### src/rtl/ws2812_frame_ctrl.sv
`timescale 1ns/1ps
`default_nettype none
// ============================================================================
//  Module      : ws2812_frame_ctrl
//  Description : Frame sequencer for a WS2812 one-bit PWM encoder. Fetches
//                NUM_LEDS GRB pixels over ready/valid, serialises them MSB
//                first (one bit per encoder slot), gates the encoder run
//                signal and inserts the latch low period after each frame.
//  Revision    : 1.0 - initial release
// ============================================================================
module ws2812_frame_ctrl #(
    parameter int CLK_PER_BIT  = 78,
    parameter int NUM_LEDS     = 16,
    parameter int IDX_W        = 8,
    parameter int RESET_CYCLES = 5200
) (
    input  logic             clk,
    input  logic             inter_rst,
    input  logic             start,
    input  logic [23:0]      pix_data,
    input  logic             pix_valid,
    output logic             pix_ready,
    output logic [IDX_W-1:0] pix_idx,
    output logic             enc_en,
    output logic             bit_out,
    output logic             busy,
    output logic             frame_done,
    output logic             underrun
);

    localparam int c_slot_w  = (CLK_PER_BIT > 1) ? $clog2(CLK_PER_BIT) : 1;
    localparam int c_latch_w = (RESET_CYCLES > 1) ? $clog2(RESET_CYCLES) : 1;
    localparam int c_cnt_w   = $clog2(NUM_LEDS + 1);

    localparam logic [c_slot_w-1:0]  c_slot_last  = c_slot_w'(CLK_PER_BIT - 1);
    localparam logic [c_latch_w-1:0] c_latch_last = c_latch_w'(RESET_CYCLES - 1);
    localparam logic [c_cnt_w-1:0]   c_num_leds   = c_cnt_w'(NUM_LEDS);
    localparam logic [c_cnt_w-1:0]   c_last_pix   = c_cnt_w'(NUM_LEDS - 1);
    localparam logic [IDX_W-1:0]     c_idx_last   = IDX_W'(NUM_LEDS - 1);
    localparam logic [4:0]           c_bit_last   = 5'd23;

    typedef enum logic [1:0] {
        ST_IDLE  = 2'd0,
        ST_LOAD  = 2'd1,
        ST_SEND  = 2'd2,
        ST_LATCH = 2'd3
    } state_t;

    state_t                r_state;
    state_t                w_state_next;

    logic [23:0]           r_shift;
    logic [23:0]           r_hold;
    logic                  r_hold_valid;
    logic [c_slot_w-1:0]   r_slot;
    logic [4:0]            r_bit;
    logic [c_cnt_w-1:0]    r_fetched;
    logic [c_cnt_w-1:0]    r_sent;
    logic [IDX_W-1:0]      r_idx;
    logic [c_latch_w-1:0]  r_latch;
    logic                  r_underrun;

    logic                  w_slot_end;
    logic                  w_pix_end;
    logic                  w_hold_room;
    logic                  w_hs;

    assign w_slot_end  = (r_slot == c_slot_last);
    assign w_pix_end   = w_slot_end && (r_bit == c_bit_last);
    // Holding register can take the next pixel only while empty and the frame is not fully fetched
    assign w_hold_room = !r_hold_valid && (r_fetched < c_num_leds);
    assign w_hs        = pix_valid && pix_ready;

    assign pix_idx  = r_idx;
    assign underrun = r_underrun;

    // State register
    always_ff @(posedge clk or negedge inter_rst) begin
        if (!inter_rst) begin
            r_state <= ST_IDLE;
        end else begin
            r_state <= w_state_next;
        end
    end

    // Next-state decode and state-derived outputs
    always_comb begin
        w_state_next = r_state;
        pix_ready    = 1'b0;
        enc_en       = 1'b0;
        bit_out      = 1'b0;
        frame_done   = 1'b0;
        busy         = (r_state != ST_IDLE);
        case (r_state)
            ST_IDLE: begin
                if (start) begin
                    w_state_next = ST_LOAD;
                end
            end
            ST_LOAD: begin
                pix_ready = 1'b1;
                if (pix_valid) begin
                    w_state_next = ST_SEND;
                end
            end
            ST_SEND: begin
                enc_en    = 1'b1;
                bit_out   = r_shift[23];
                pix_ready = w_hold_room;
                if (w_pix_end) begin
                    if (r_sent == c_last_pix) begin
                        w_state_next = ST_LATCH;
                    end else if (!r_hold_valid && !(pix_valid && w_hold_room)) begin
                        // Next pixel missed its deadline: abandon the frame
                        w_state_next = ST_LATCH;
                    end
                end
            end
            ST_LATCH: begin
                if (r_latch == c_latch_last) begin
                    frame_done   = 1'b1;
                    w_state_next = ST_IDLE;
                end
            end
            default: begin
                w_state_next = ST_IDLE;
            end
        endcase
    end

    // Datapath: pixel fetch, holding register, shift register and counters
    always_ff @(posedge clk or negedge inter_rst) begin
        if (!inter_rst) begin
            r_shift      <= 24'd0;
            r_hold       <= 24'd0;
            r_hold_valid <= 1'b0;
            r_slot       <= '0;
            r_bit        <= 5'd0;
            r_fetched    <= '0;
            r_sent       <= '0;
            r_idx        <= '0;
            r_latch      <= '0;
            r_underrun   <= 1'b0;
        end else begin
            // Every accepted pixel advances the request index, saturating on the last pixel
            if (w_hs) begin
                r_fetched <= r_fetched + 1'b1;
                if (r_idx != c_idx_last) begin
                    r_idx <= r_idx + 1'b1;
                end
            end
            case (r_state)
                ST_IDLE: begin
                    if (start) begin
                        r_underrun   <= 1'b0;
                        r_idx        <= '0;
                        r_fetched    <= '0;
                        r_sent       <= '0;
                        r_hold_valid <= 1'b0;
                    end
                    r_slot  <= '0;
                    r_bit   <= 5'd0;
                    r_latch <= '0;
                end
                ST_LOAD: begin
                    if (w_hs) begin
                        r_shift <= pix_data;
                    end
                    r_slot <= '0;
                    r_bit  <= 5'd0;
                end
                ST_SEND: begin
                    r_latch <= '0;
                    if (w_slot_end) begin
                        r_slot  <= '0;
                        r_shift <= {r_shift[22:0], 1'b0};
                        r_bit   <= (r_bit == c_bit_last) ? 5'd0 : r_bit + 5'd1;
                    end else begin
                        r_slot <= r_slot + 1'b1;
                    end
                    if (w_pix_end) begin
                        r_sent <= r_sent + 1'b1;
                        if (r_sent != c_last_pix) begin
                            if (r_hold_valid) begin
                                r_shift      <= r_hold;
                                r_hold_valid <= 1'b0;
                            end else if (w_hs) begin
                                // Same-cycle arrival goes straight to the shifter
                                r_shift <= pix_data;
                            end else begin
                                r_underrun <= 1'b1;
                            end
                        end
                    end else if (w_hs) begin
                        r_hold       <= pix_data;
                        r_hold_valid <= 1'b1;
                    end
                end
                ST_LATCH: begin
                    r_latch <= (r_latch == c_latch_last) ? '0 : r_latch + 1'b1;
                end
                default: begin
                    r_latch <= '0;
                end
            endcase
        end
    end

endmodule
`default_nettype wire
### config.mk
export PLATFORM = sky130hd
export DESIGN_NAME = ws2812_frame_ctrl
export DESIGN_NICKNAME = d
export VERILOG_FILES = /design/src/rtl/ws2812_frame_ctrl.sv
export SDC_FILE = /design/constraint.sdc
export NUM_CORES = 1
export LEC_CHECK = 0
export CORE_MARGIN = 2
export CORE_UTILIZATION = 41
export DETAILED_ROUTE_END_ITERATION = 8
export SETUP_SLACK_MARGIN = 0.2
export SYNTH_ARGS = -nofsm -noshare
export SYNTH_HDL_FRONTEND = slang
export SYNTH_SLANG_ARGS = --single-unit
### constraint.sdc
create_clock -name clk -period 3.3 [get_ports clk]
set_clock_uncertainty 0.2 [all_clocks]
set_input_delay 0.825 -clock clk [delete_from_list [all_inputs] [get_ports clk]]
set_output_delay 0.825 -clock clk [all_outputs]
set_load 0.005 [all_outputs]
==> results.txt <==
The slowest stage of the critical path belongs to the cell sky130_fd_sc_hd__clkdlybuf4s50_1. The worst register-to-register path begins at r_state[0]$_DFFE_PN0P_. Of all nets on the critical path, the largest fanout is 6. The summed area of non-filler cells in the final layout is 6455 um^2. Dividing the detail-routed via count by the number of cells gives 5.637. Of all flip-flops after synthesis, the portion carrying an async set or reset was 100.0%. The number of antenna repair diodes is 0. Total power for the finished layout comes to 5.037 mW. Setup repair after global routing left no endpoint under its margin. The routed wire length came out at 12630 um. The number of failing hold endpoints at the final stage is 0.

The share of total power dissipated in the clock network is 22.5%. The worst hold path belongs to the class in2async. The family with the most delay on the worst path is buffers and inverters. The number of DRC markers after the initial detailed-route iteration came out at 306. The number of antenna violations at the first check in global routing came out at 0. The core box area came out at 13140 um^2.

The synthesized design contains 95 register bits. STA classifies the critical path endpoint as an output port. The kind of start point of the critical path is a flip-flop. The number of sinks handled by clock tree synthesis is 95.

The share of total power in combinational logic is 42.4%. The number of nets still failing antenna checks after routing is 0. The area of the mapped netlist came out at 5482 um^2. After Yosys synthesis, full adders, half adders and majority gates account for 3.424% of the synthesized area. The fraction of layout cells with a size suffix above 1 came out at 11.43%. The clock tree root driver cell is sky130_fd_sc_hd__clkbuf_16. The port buffer count came out at 41. The wire length of the first global-routing pass is 21870 um. The synthesis-to-layout area growth is 17.76%. For the worst-skew pair, the clock arrives at the later sink with an insertion delay of 0.34 ns. The full die area is 14310 um^2.

The static leakage is 2.517 nW. The count of TritonRoute iterations in the first routing pass is 5. The worst pin sits at a relative slew slack of 38.49%. The number of placed instances, taps included, is 754. The required time at the worst-slack endpoint is 2.27 ns.

The total clock buffers created by CTS is 9. Clock-pin slew was measured on the worst setup and hold paths at 0.07 ns. The worst path buffer plus inverter count is 2. The most used flip-flop cell after synthesis is sky130_fd_sc_hd__dfrtp_1. The post-synthesis mux area share came out at 10.45%.

The via count is 4346. For the pin with the worst max-slew slack, the measured transition is 0.9226 ns. TritonCTS built the clock tree. The sum of negative setup slack came out at 0 ns. The final weighted congestion of routability-driven global placement came out at 0.7866. The share of power burned in registers came out at 35.1%. The share of the clock period used by the worst path came out at 91.15%.

The number of DRC violations after detailed routing is 0. Sequential elements use 43.37% of the synthesized area. The flow ran to the end, and the final reports show no timing, DRC or antenna violations. For the worst setup path, the data arrival time is 1.98 ns.

The worst supply voltage drop on vdd came out at 0.3905 mV. For this configuration, the core starts out at a cell density of 41.72%. The upper clock frequency limit is 332.4 MHz. On the worst path, the slowest cell contributes a delay of 0.49 ns. After synthesis, the netlist uses 58 different library cells. The synthesized-area fraction occupied by and/or/nand/nor cells came out at 17.37%. In this run the register-to-register setup slack is 0.45 ns. The smallest clock period supported by the final layout is computed as 3.008 ns.

The analysis attributes to net switching a power of 1.885 mW. The critical path in this run is classified as reg2out. The fill cell total of the finished layout is 1247. The total cell area at the placement stage came out at 6080 um^2. The HPWL after detailed placement is 8168 um. The synthesized-area fraction occupied by xor and xnor cells is 2.716%. The number of placement rows is 42. The die height is 119.6 um.

The signal on the critical path passes through inv_2, ha_4, nor3b_4, o21a_1, clkdlybuf4s50_1. In this run the horizontal extent of the chip is 119.6 um. For this run, the number of Yosys warnings is 0. The final-stage net count came out at 633. The number of top-level pins is 42. The number of global-route vias before repair is 4409. The number of enable flip-flop cells after synthesis came out at 0.

Cell internal power was estimated by the tool at 3.152 mW. By area, the combinational part of the netlist is dominated by compound AO/OA/AOI/OAI gates. The post-synthesis compound-gate area fraction came out at 18.83%. The final number of max-transition violations came out at 0.

Power spread over the standard cell area amounts to 780.4 nW/um^2. In this run switching power makes up 37.42% of total power. The depth of the most critical reg-to-reg path came out at 7. The largest net degree at the start of global routing is 46. The number of setup violations in the final report is 0. Counting every net in the synthesized netlist gives 601.

The longest clock path from root to sink contains 2 buffers. The number of H-tree levels is 3. The routed wire length per instance came out at 16.38 um. The synthesized area per cell is 9.823 um^2. Global routing used 18.97% of the available tracks across all layers. The global route total overflow is 0.

The number of non-filler instances in the completed layout is 771. The worst register-to-register path ends at r_shift[19]$_DFFE_PN0P_. The max-capacitance violation count is 0. The number of instances in the synthesized netlist is 558. The buffer count from post-CTS setup fixing is 0.
[cell usage after synthesis, types with 3 or more instances]
master | n | area, um^2
sky130_fd_sc_hd__dfrtp_1 | 95 | 2377
sky130_fd_sc_hd__a21oi_1 | 52 | 260.3
sky130_fd_sc_hd__nand3_1 | 36 | 180.2
sky130_fd_sc_hd__o21ai_0 | 34 | 170.2
sky130_fd_sc_hd__nor2_1 | 33 | 123.9
sky130_fd_sc_hd__nand2_1 | 30 | 112.6
sky130_fd_sc_hd__mux2i_1 | 28 | 280.3
sky130_fd_sc_hd__nand2b_1 | 25 | 156.4
sky130_fd_sc_hd__mux2_2 | 22 | 247.7
sky130_fd_sc_hd__o211ai_1 | 22 | 165.2
sky130_fd_sc_hd__o221ai_1 | 21 | 183.9
sky130_fd_sc_hd__clkbuf_1 | 19 | 71.32
sky130_fd_sc_hd__ha_1 | 15 | 187.7
sky130_fd_sc_hd__inv_1 | 12 | 45.04
sky130_fd_sc_hd__xor2_1 | 10 | 87.58
sky130_fd_sc_hd__buf_2 | 9 | 45.04
sky130_fd_sc_hd__and3_1 | 8 | 50.05
sky130_fd_sc_hd__nand4_1 | 7 | 43.79
sky130_fd_sc_hd__xnor2_1 | 7 | 61.31
sky130_fd_sc_hd__and2_1 | 5 | 31.28
sky130_fd_sc_hd__o31ai_1 | 5 | 37.54
sky130_fd_sc_hd__mux2_1 | 4 | 45.04
sky130_fd_sc_hd__nor3_1 | 4 | 20.02
sky130_fd_sc_hd__nor4_1 | 4 | 25.02
sky130_fd_sc_hd__o21a_1 | 4 | 30.03
sky130_fd_sc_hd__or3_1 | 4 | 25.02
sky130_fd_sc_hd__buf_4 | 3 | 22.52
[stage by stage]
step | util, % | hold WS, ns | worst slack (ns)
global route | 49.13 | 0.2246 | 0.2023
finish | 49.13 | 0.1991 | 0.2920
global placement | 46.28 | 0.2617 | 0.1272
detailed placement | 46.28 | 0.2739 | 0.03946
floorplan | - | 0.2485 | 0.7151
CTS | 49.13 | 0.2003 | 0.2425
[layout make-up]
class	count	area, um^2	area share, %
clock buffers	11	242.7	3.760
inverters	12	45.04	0.6978
clock inverters	5	81.33	1.260
repair buffers	55	575.6	8.916
multi-input cells	417	2913	45.12
flip-flops and latches	95	2377	36.83
well taps	176	220.2	3.412
[sequential cells by signal, indices dropped and copies added, names as in the netlist]
name / flops
r_fetched: 5
r_hold_valid: 1
r_bit: 5
pix_idx: 8
r_state: 2
underrun: 1
r_sent: 5
r_slot: 7
r_latch: 13
r_shift: 24
r_hold: 24
[repair_timing]
item / CTS / global route
hold endpoints to repair: 0 / 0
endpoints found under the setup margin: 2 / 0
gates resized for setup: 4 / 0
hold buffers: 0 / 0
[power groups by stage]
| stage | Clock (mW) | Sequential [mW] | Combinational (mW) |
|---|---|---|---|
| 6_report | 1.14 | 1.77 | 2.13 |
| 5_1_grt | 1.23 | 1.81 | 2.39 |
| 4_1_cts | 1.17 | 1.76 | 2.14 |
| 3_5_place_dp | 0 | 1.78 | 2.05 |
| 3_3_place_gp | 0 | 1.76 | 2.00 |
| 2_1_floorplan | 0 | 1.72 | 1.54 |
[how the worst max path moves through the flow]
stage | startpoint | to | slack, ns | depth (start not counted)
after floorplan | r_state[0]$_DFFE_PN0P_ | bit_out | 0.72 | 6
after global placement | pix_valid | r_shift[5]$_DFFE_PN0P_ | 0.13 | 6
after detailed placement | pix_valid | r_shift[11]$_DFFE_PN0P_ | 0.04 | 6
after CTS | r_state[0]$_DFFE_PN0P_ | pix_ready | 0.24 | 5
after global routing | r_state[0]$_DFFE_PN0P_ | pix_ready | 0.20 | 5
final | r_state[0]$_DFFE_PN0P_ | pix_ready | 0.29 | 5
[cell families after synthesis]
kind of cell               count (synthesis)
AOI/OAI and AO/OA                        158
muxes                                     54
DFF                                       95
buffers and inverters                     46
adders and majority gates                 15
and+or+nand+nor                          173
xor gates and xnor gates                  17
[per-layer routing]
layer | GRT usage (%) | up-vias | routed length, um
met3 | 2.804 | 17 | 454
met4 | 8.235 | 0 | 259
met2 | 30.21 | 90 | 5857
met1 | 25.79 | 2119 | 6058
met5 | 0 | - | 0
li1 | - | 2120 | -
[cell usage in the layout (no fill, tap or decap), types with 2 or more instances in the layout]
cell type                         netlist  final
sky130_fd_sc_hd__bufinv_16              0      2
sky130_fd_sc_hd__and4bb_2               2      2
sky130_fd_sc_hd__ha_1                  15     14
sky130_fd_sc_hd__mux2i_1               28     28
sky130_fd_sc_hd__a311oi_1               2      2
sky130_fd_sc_hd__inv_1                 12     11
sky130_fd_sc_hd__a21o_1                 2      2
sky130_fd_sc_hd__o31ai_1                5      5
sky130_fd_sc_hd__nor3_4                 2      2
sky130_fd_sc_hd__nand4_1                7      7
sky130_fd_sc_hd__buf_12                 0      3
sky130_fd_sc_hd__nor3b_1                2      2
sky130_fd_sc_hd__xnor2_1                7      7
sky130_fd_sc_hd__nand2_1               30     30
sky130_fd_sc_hd__and4b_1                2      2
sky130_fd_sc_hd__mux2_2                22     22
sky130_fd_sc_hd__nand2b_1              25     25
sky130_fd_sc_hd__dfrtp_1               95     95
sky130_fd_sc_hd__o21a_1                 4      4
sky130_fd_sc_hd__mux2_1                 4      4
sky130_fd_sc_hd__buf_4                  3     11
sky130_fd_sc_hd__or3_1                  4      4
sky130_fd_sc_hd__nand3_1               36     36
sky130_fd_sc_hd__o41ai_1                2      2
sky130_fd_sc_hd__a21oi_1               52     52
sky130_fd_sc_hd__o211ai_1              22     22
sky130_fd_sc_hd__clkbuf_16              0      9
sky130_fd_sc_hd__and2_1                 5      5
sky130_fd_sc_hd__nor3_1                 4      4
sky130_fd_sc_hd__and3_1                 8      8
sky130_fd_sc_hd__o21ai_1                2      2
sky130_fd_sc_hd__nor4_1                 4      4
sky130_fd_sc_hd__o221ai_1              21     21
sky130_fd_sc_hd__nor2_1                33     33
sky130_fd_sc_hd__clkdlybuf4s50_1        0     40
sky130_fd_sc_hd__o21ai_0               34     34
sky130_fd_sc_hd__xor2_1                10     10
[worst register-to-register path, cell delays in order (launching register included)]
cell and delay (ns):
sky130_fd_sc_hd__dfrtp_1 0.46, sky130_fd_sc_hd__inv_2 0.10, sky130_fd_sc_hd__ha_1 0.36, sky130_fd_sc_hd__and2_1 0.20, sky130_fd_sc_hd__o2bb2ai_2 0.22, sky130_fd_sc_hd__o31a_1 0.78, sky130_fd_sc_hd__o221ai_1 0.27, sky130_fd_sc_hd__o211ai_1 0.17
Note: power is estimated with default switching activity, not from simulation.
